==> config.mk <==
export PLATFORM = sky130hd
export DESIGN_NAME = f_ifq
export DESIGN_NICKNAME = d
export VERILOG_FILES = /design/src/rtl/f_ifq_pkg.sv /design/src/rtl/f_ifq_mem.sv /design/src/rtl/f_ifq.sv
export SDC_FILE = /design/constraint.sdc
export NUM_CORES = 1
export LEC_CHECK = 0
export CAP_MARGIN = 20
export CORE_MARGIN = 10
export CORE_UTILIZATION = 41
export CTS_BUF_LIST = sky130_fd_sc_hd__clkbuf_4
export CTS_CLUSTER_DIAMETER = 30
export DETAILED_ROUTE_END_ITERATION = 12
export HOLD_SLACK_MARGIN = 0.08
export PLACE_DENSITY = 0.65
export SLEW_MARGIN = 20
export SYNTH_ARGS = -nofsm -noshare
export SYNTH_HDL_FRONTEND = slang
export SYNTH_SLANG_ARGS = --single-unit
==> constraint.sdc <==
create_clock -name clk -period 20.2 [get_ports clk]
set_input_delay 3.03 -clock clk [delete_from_list [all_inputs] [get_ports clk]]
set_output_delay 3.03 -clock clk [all_outputs]
set_load 0.005 [all_outputs]
==> src/rtl/f_ifq_pkg.sv <==
// Shared constants and payload type for the instruction fetch queue.
package f_ifq_pkg;

    localparam int unsigned XLEN      = 32;
    localparam int unsigned IFQ_DEPTH = 4;

    // Decode sees this PC/instruction pair whenever the queue has nothing to offer.
    localparam logic [XLEN-1:0] PC_RESET_VEC = 32'h0000_3000;
    localparam logic [XLEN-1:0] NOP_INSTR    = 32'h0000_0000;

    // One buffered fetch: PC in the upper half, instruction word in the lower half.
    typedef struct packed {
        logic [XLEN-1:0] pc;
        logic [XLEN-1:0] instr;
    } ifq_entry_t;

endpackage

==> src/rtl/f_ifq_mem.sv <==
// Queue storage: one synchronous write port and one asynchronous read port.
// Contents are never reset; validity is tracked by the pointers in f_ifq.
module f_ifq_mem
    import f_ifq_pkg::*;
#(
    parameter int unsigned DEPTH = IFQ_DEPTH,
    parameter int unsigned AW    = $clog2(DEPTH)
) (
    input  logic          clk,
    input  logic          we,
    input  logic [AW-1:0] wr_addr,
    input  ifq_entry_t    wdata,
    input  logic [AW-1:0] rd_addr,
    output ifq_entry_t    rdata
);

    ifq_entry_t mem [DEPTH];

    // Write the pushed entry into its slot.
    always_ff @(posedge clk) begin
        if (we) begin
            mem[wr_addr] <= wdata;
        end
    end

    // Head entry is visible in the same cycle it is addressed.
    assign rdata = mem[rd_addr];

endmodule

==> src/rtl/f_ifq.sv <==
// Instruction fetch queue between F and D.
// Accepts {pc, instr} from fetch, backpressures fetch through f_we, and
// presents the oldest entry to decode. A flush discards everything buffered.
// Optional macro IFQ_BYPASS_EN: an entry arriving at an empty queue is
// forwarded to decode in the same cycle.
module f_ifq
    import f_ifq_pkg::*;
#(
    parameter int unsigned DEPTH = IFQ_DEPTH,
    parameter int unsigned AW    = $clog2(DEPTH)
) (
    input  logic            clk,
    input  logic            reset,
    input  logic            f_valid,
    input  logic [XLEN-1:0] f_pc,
    input  logic [XLEN-1:0] f_instr,
    output logic            f_we,
    output logic            d_valid,
    output logic [XLEN-1:0] d_pc,
    output logic [XLEN-1:0] d_instr,
    input  logic            d_stall,
    input  logic            flush,
    output logic [AW:0]     count
);

    localparam int unsigned CW = AW + 1;

    logic [AW-1:0] rd_ptr;
    logic [AW-1:0] wr_ptr;
    logic [CW-1:0] count_q;

    ifq_entry_t head;
    ifq_entry_t incoming;

    logic empty;
    logic full;
    logic byp;
    logic pop;
    logic deq;
    logic push;
    logic wr_en;

    assign incoming = '{pc: f_pc, instr: f_instr};
    assign empty    = (count_q == '0);
    assign full     = (count_q == CW'(DEPTH));
    assign count    = count_q;

`ifdef IFQ_BYPASS_EN
    // Forward a fresh entry straight to decode when nothing older is waiting.
    assign byp = empty & f_valid & ~flush;
`else
    assign byp = 1'b0;
`endif

    // Head presentation: stored entry, bypassed entry, or the nop pair.
    always_comb begin
        d_valid = ~empty | byp;
        d_pc    = PC_RESET_VEC;
        d_instr = NOP_INSTR;
        if (!empty) begin
            d_pc    = head.pc;
            d_instr = head.instr;
        end else if (byp) begin
            d_pc    = f_pc;
            d_instr = f_instr;
        end
    end

    // Handshake: a full queue still accepts when its head leaves this cycle.
    always_comb begin
        pop   = d_valid & ~d_stall;
        deq   = pop & ~empty;
        f_we  = flush | ~full | pop;
        push  = f_valid & f_we & ~flush;
        wr_en = push & ~(byp & pop);
    end

    // Pointer and occupancy update; reset beats flush beats push/pop.
    always_ff @(posedge clk) begin
        if (reset) begin
            rd_ptr  <= '0;
            wr_ptr  <= '0;
            count_q <= '0;
        end else if (flush) begin
            rd_ptr  <= '0;
            wr_ptr  <= '0;
            count_q <= '0;
        end else begin
            if (wr_en) begin
                wr_ptr <= wr_ptr + AW'(1);
            end
            if (deq) begin
                rd_ptr <= rd_ptr + AW'(1);
            end
            case ({wr_en, deq})
                2'b10:   count_q <= count_q + CW'(1);
                2'b01:   count_q <= count_q - CW'(1);
                default: count_q <= count_q;
            endcase
        end
    end

    f_ifq_mem #(
        .DEPTH (DEPTH),
        .AW    (AW)
    ) u_mem (
        .clk     (clk),
        .we      (wr_en & ~reset & ~flush),
        .wr_addr (wr_ptr),
        .wdata   (incoming),
        .rd_addr (rd_ptr),
        .rdata   (head)
    );

endmodule

==> results.cfg <==
[run]
max_cap_violations = 0

[worst_setup_path]
ff2ff_path_depth = 8
crit_family = buffers and inverters
crit_fanout = 5
end_kind = output port
cp_slowest_cell = clkdlybuf4s50_1
r2r_start = count[0]$_SDFFE_PP0P_
timing.critical_path.cells = clkdlybuf4s50_1, nand4bb_1, or2_2, clkdlybuf4s50_1
ff2ff_setup_slack_ns = 17.86
worstPathRequired_ns = 17.17
path_buf_inv = 2
worstSetupPathDepth = 4
crit_top_cell = clkdlybuf4s50_1
crit_type = in2out
cp-startpoint = d_stall
slowest_delay_ns = 0.52
endpoint = f_we
startpoint_type = primary input
timing.rr.end = count[2]$_SDFFE_PP0P_
cp.arrival_ns = 4.43

[global_routing]
antenna_found_initial = 1
overflow = 0
grt_pass1_vias = 5934
grt_pass1_wl_um = 31790
grt_start_max_net_pins = 65
grt_use_total_pct = 13.09

[synth]
ys_top_cells_by_area = edfxtp_1 (75%), mux4_2 (13%), and2_1 (3.8%), dfxtp_1 (1.8%), buf_12 (1.2%)
yosysWarnings = 0
synth_top_family_by_area = multiplexers
yosysSeqAreaShare_pct = 76.91
synth_fa_ha_area_share_pct = 0.8072
synthTopCellsByCount = edfxtp_1 (256), and2_1 (62), mux4_2 (60), dfxtp_1 (9), clkbuf_1 (7)
synthMuxAreaShare_pct = 14.43
netlist_area_um2 = 10230
synth_xor_xnor_area_share_pct = 0.1712
synth_top_area_share_pct = 75.15
synth_nets = 535
yosysUniqueCellTypes = 28
synth_compound_area_share_pct = 0.3914
yosysMostFrequentCell = edfxtp_1
synth-simple-area-share_pct = 5.186
syn_inst = 460
ys.flop_type = edfxtp_1
syn_area_per_cell_um2 = 22.24
synth-edff-count = 256
synthArstFlopShare_pct = 0
ys_seq_elements = 265
yosysTopAreaCell = edfxtp_1

[final_layout]
synthToLayoutAreaGrowth_pct = 26.06
final_util_pct = 52.72
drive_gt1_share_pct = 27.52
final_nets = 734
stdcell_area_um2 = 12900
fillers = 1962

[hold_path]
min_path_type = reg2reg
hp-start = rd_ptr[1]$_SDFFE_PP0P_

[sta]
fin_tns_setup_ns = 0
worst_clock_skew_ns = 0.05199
final-max-slew-violation-count = 0
hold_violations = 0
rsz0062_at_grt = false
fmax_ghz = 0.1341
holdWs_ns = 0.4805
maxSlewHeadroom_pct = 35.35
worstMarginPinSlew_ns = 0.9698
period_needed_ns = 7.457
period_share_pct = 36.91
setup_viol = 0

[pwr]
ir_drop_mv = 0.04788
p_comb_share_pct = 4.4
switching_share_pct = 19.51
power_density_nw_per_um2 = 89.05
power_switching_mw = 0.2240
p_leak_nw = 4.142
sequentialPowerShare_pct = 53.1
p_clk_share_pct = 42.5
p_int_mw = 0.9244

[detailed_routing]
num_vias = 5069
drt_iter0_drc = 299
drc = 0
routed_wl_um = 20320
avgRoutedWirePerCell_um = 19.72
drt.antenna.violating_nets = 0
vias_per_cell = 4.921
dr.pass1.iters = 4

[clock_tree]
clock-sinks = 265
cts_max_level = 3
post_cts_buffers = 0
clk_latency_ns = 0.66
clk_pin_slew_worst_paths_ns = 0.06
cts_made_buffers = 71
cts_resized = 0
cts_tree = done
cts_root_buf = clkbuf_4
clock_path_buffers = 3
cts_hold_buf = 0

[floorplanning]
die_w_um = 178.0
io_pins = 138
die-area_um2 = 31670
initial_core_util_pct = 41.82
core_area_um2 = 24460
std_cell_rows = 57
die_h_um = 178.0

[status]
status = completed

[placement]
hpwl_um = 11750
dpl_cell_area_um2 = 11910
place_congestion = 0.7249
io_buffers = 137
[power groups by stage]
stage               combinational (mW)  clock (mW)  sequential (mW)
global placement                0.0502           0            0.621
CTS                             0.0517       0.507            0.609
detailed placement              0.0516           0            0.621
floorplan                       0.0177           0            0.621
finish                          0.0508       0.488            0.609
global route                    0.0554       0.539            0.609
[worst min path at each step]
stage	slack (ns)	cells past startpoint	endpoint
after floorplan	0.46	2	flop
after global placement	0.46	2	flop
after detailed placement	0.48	2	flop
after CTS	0.49	2	flop
after global routing	0.52	2	flop
final	0.48	2	flop
[layer usage]
metal | global-route usage [%] | part of all wire, % | up-vias
li1 | - | - | 2307
met1 | 14.64 | 40 | 2583
met2 | 22.16 | 51 | 149
met3 | 4.739 | 7.2 | 30
met4 | 5.627 | 1.6 | 0
met5 | 0 | 0 | -
[cells in the final DEF, fill, tap and decap left out, drive strengths merged]
cell | Yosys | routed
diode | 0 | 1
mux4 | 64 | 64
nand4bb | 1 | 1
o21ai | 3 | 3
clkinv | 0 | 9
xor2 | 2 | 2
edfxtp | 256 | 256
ha | 5 | 5
mux2i | 2 | 2
clkinvlp | 0 | 1
nand2b | 1 | 1
nand2 | 4 | 4
or3 | 3 | 3
dfxtp | 9 | 9
nor3b | 4 | 4
bufinv | 0 | 4
and2 | 62 | 62
nor2 | 5 | 5
nand3b | 1 | 1
fa | 1 | 1
or2 | 4 | 4
inv | 6 | 6
clkdlybuf4s50 | 0 | 137
buf | 13 | 10
clkbuf | 8 | 105
a21oi | 5 | 5
nor3 | 1 | 1
[sequential cells by signal, indices dropped and copies added, names as in the netlist, named ones only]
register	count
count	3
rd_ptr	2
wr_ptr	2
u_mem.mem	256
[worst min-delay path: stages (launching register included)]
cell and delay (ns):
dfxtp_1 0.30, o21ai_0 0.06, a21oi_1 0.07
[per-stage QoR]
stage	std cells	setup WS (ns)	total power, mW
floorplan	460	11.53	0.6392
global placement	909	12.75	0.6708
detailed placement	909	12.73	0.6727
CTS	1028	12.73	1.168
global route	1029	12.62	1.203
finish	1030	12.74	1.148
[cells by family (layout without fill, tap and decap cells)]
| family | after synthesis | in the layout |
|---|---|---|
| fa+ha+maj | 6 | 6 |
| simple gates | 86 | 86 |
| other cells | 0 | 1 |
| flops | 265 | 265 |
| mux | 66 | 66 |
| compound gates | 8 | 8 |
| buf+inv | 27 | 272 |
| xor+xnor | 2 | 2 |
[area by class of cell]
type,instances,area (um2),share of cell area [%]
Antenna cell,1,2.502,0.01940
Clock buffer,105,788.3,6.112
Clock inverter,14,166.4,1.290
Inverter,6,25.02,0.1940
Multi-Input combinational cell,168,2167,16.80
Sequential cell,265,7875,61.07
Tap cell,324,405.4,3.144
Timing Repair Buffer,147,1466,11.37
Note: power is estimated with default switching activity, not from simulation.
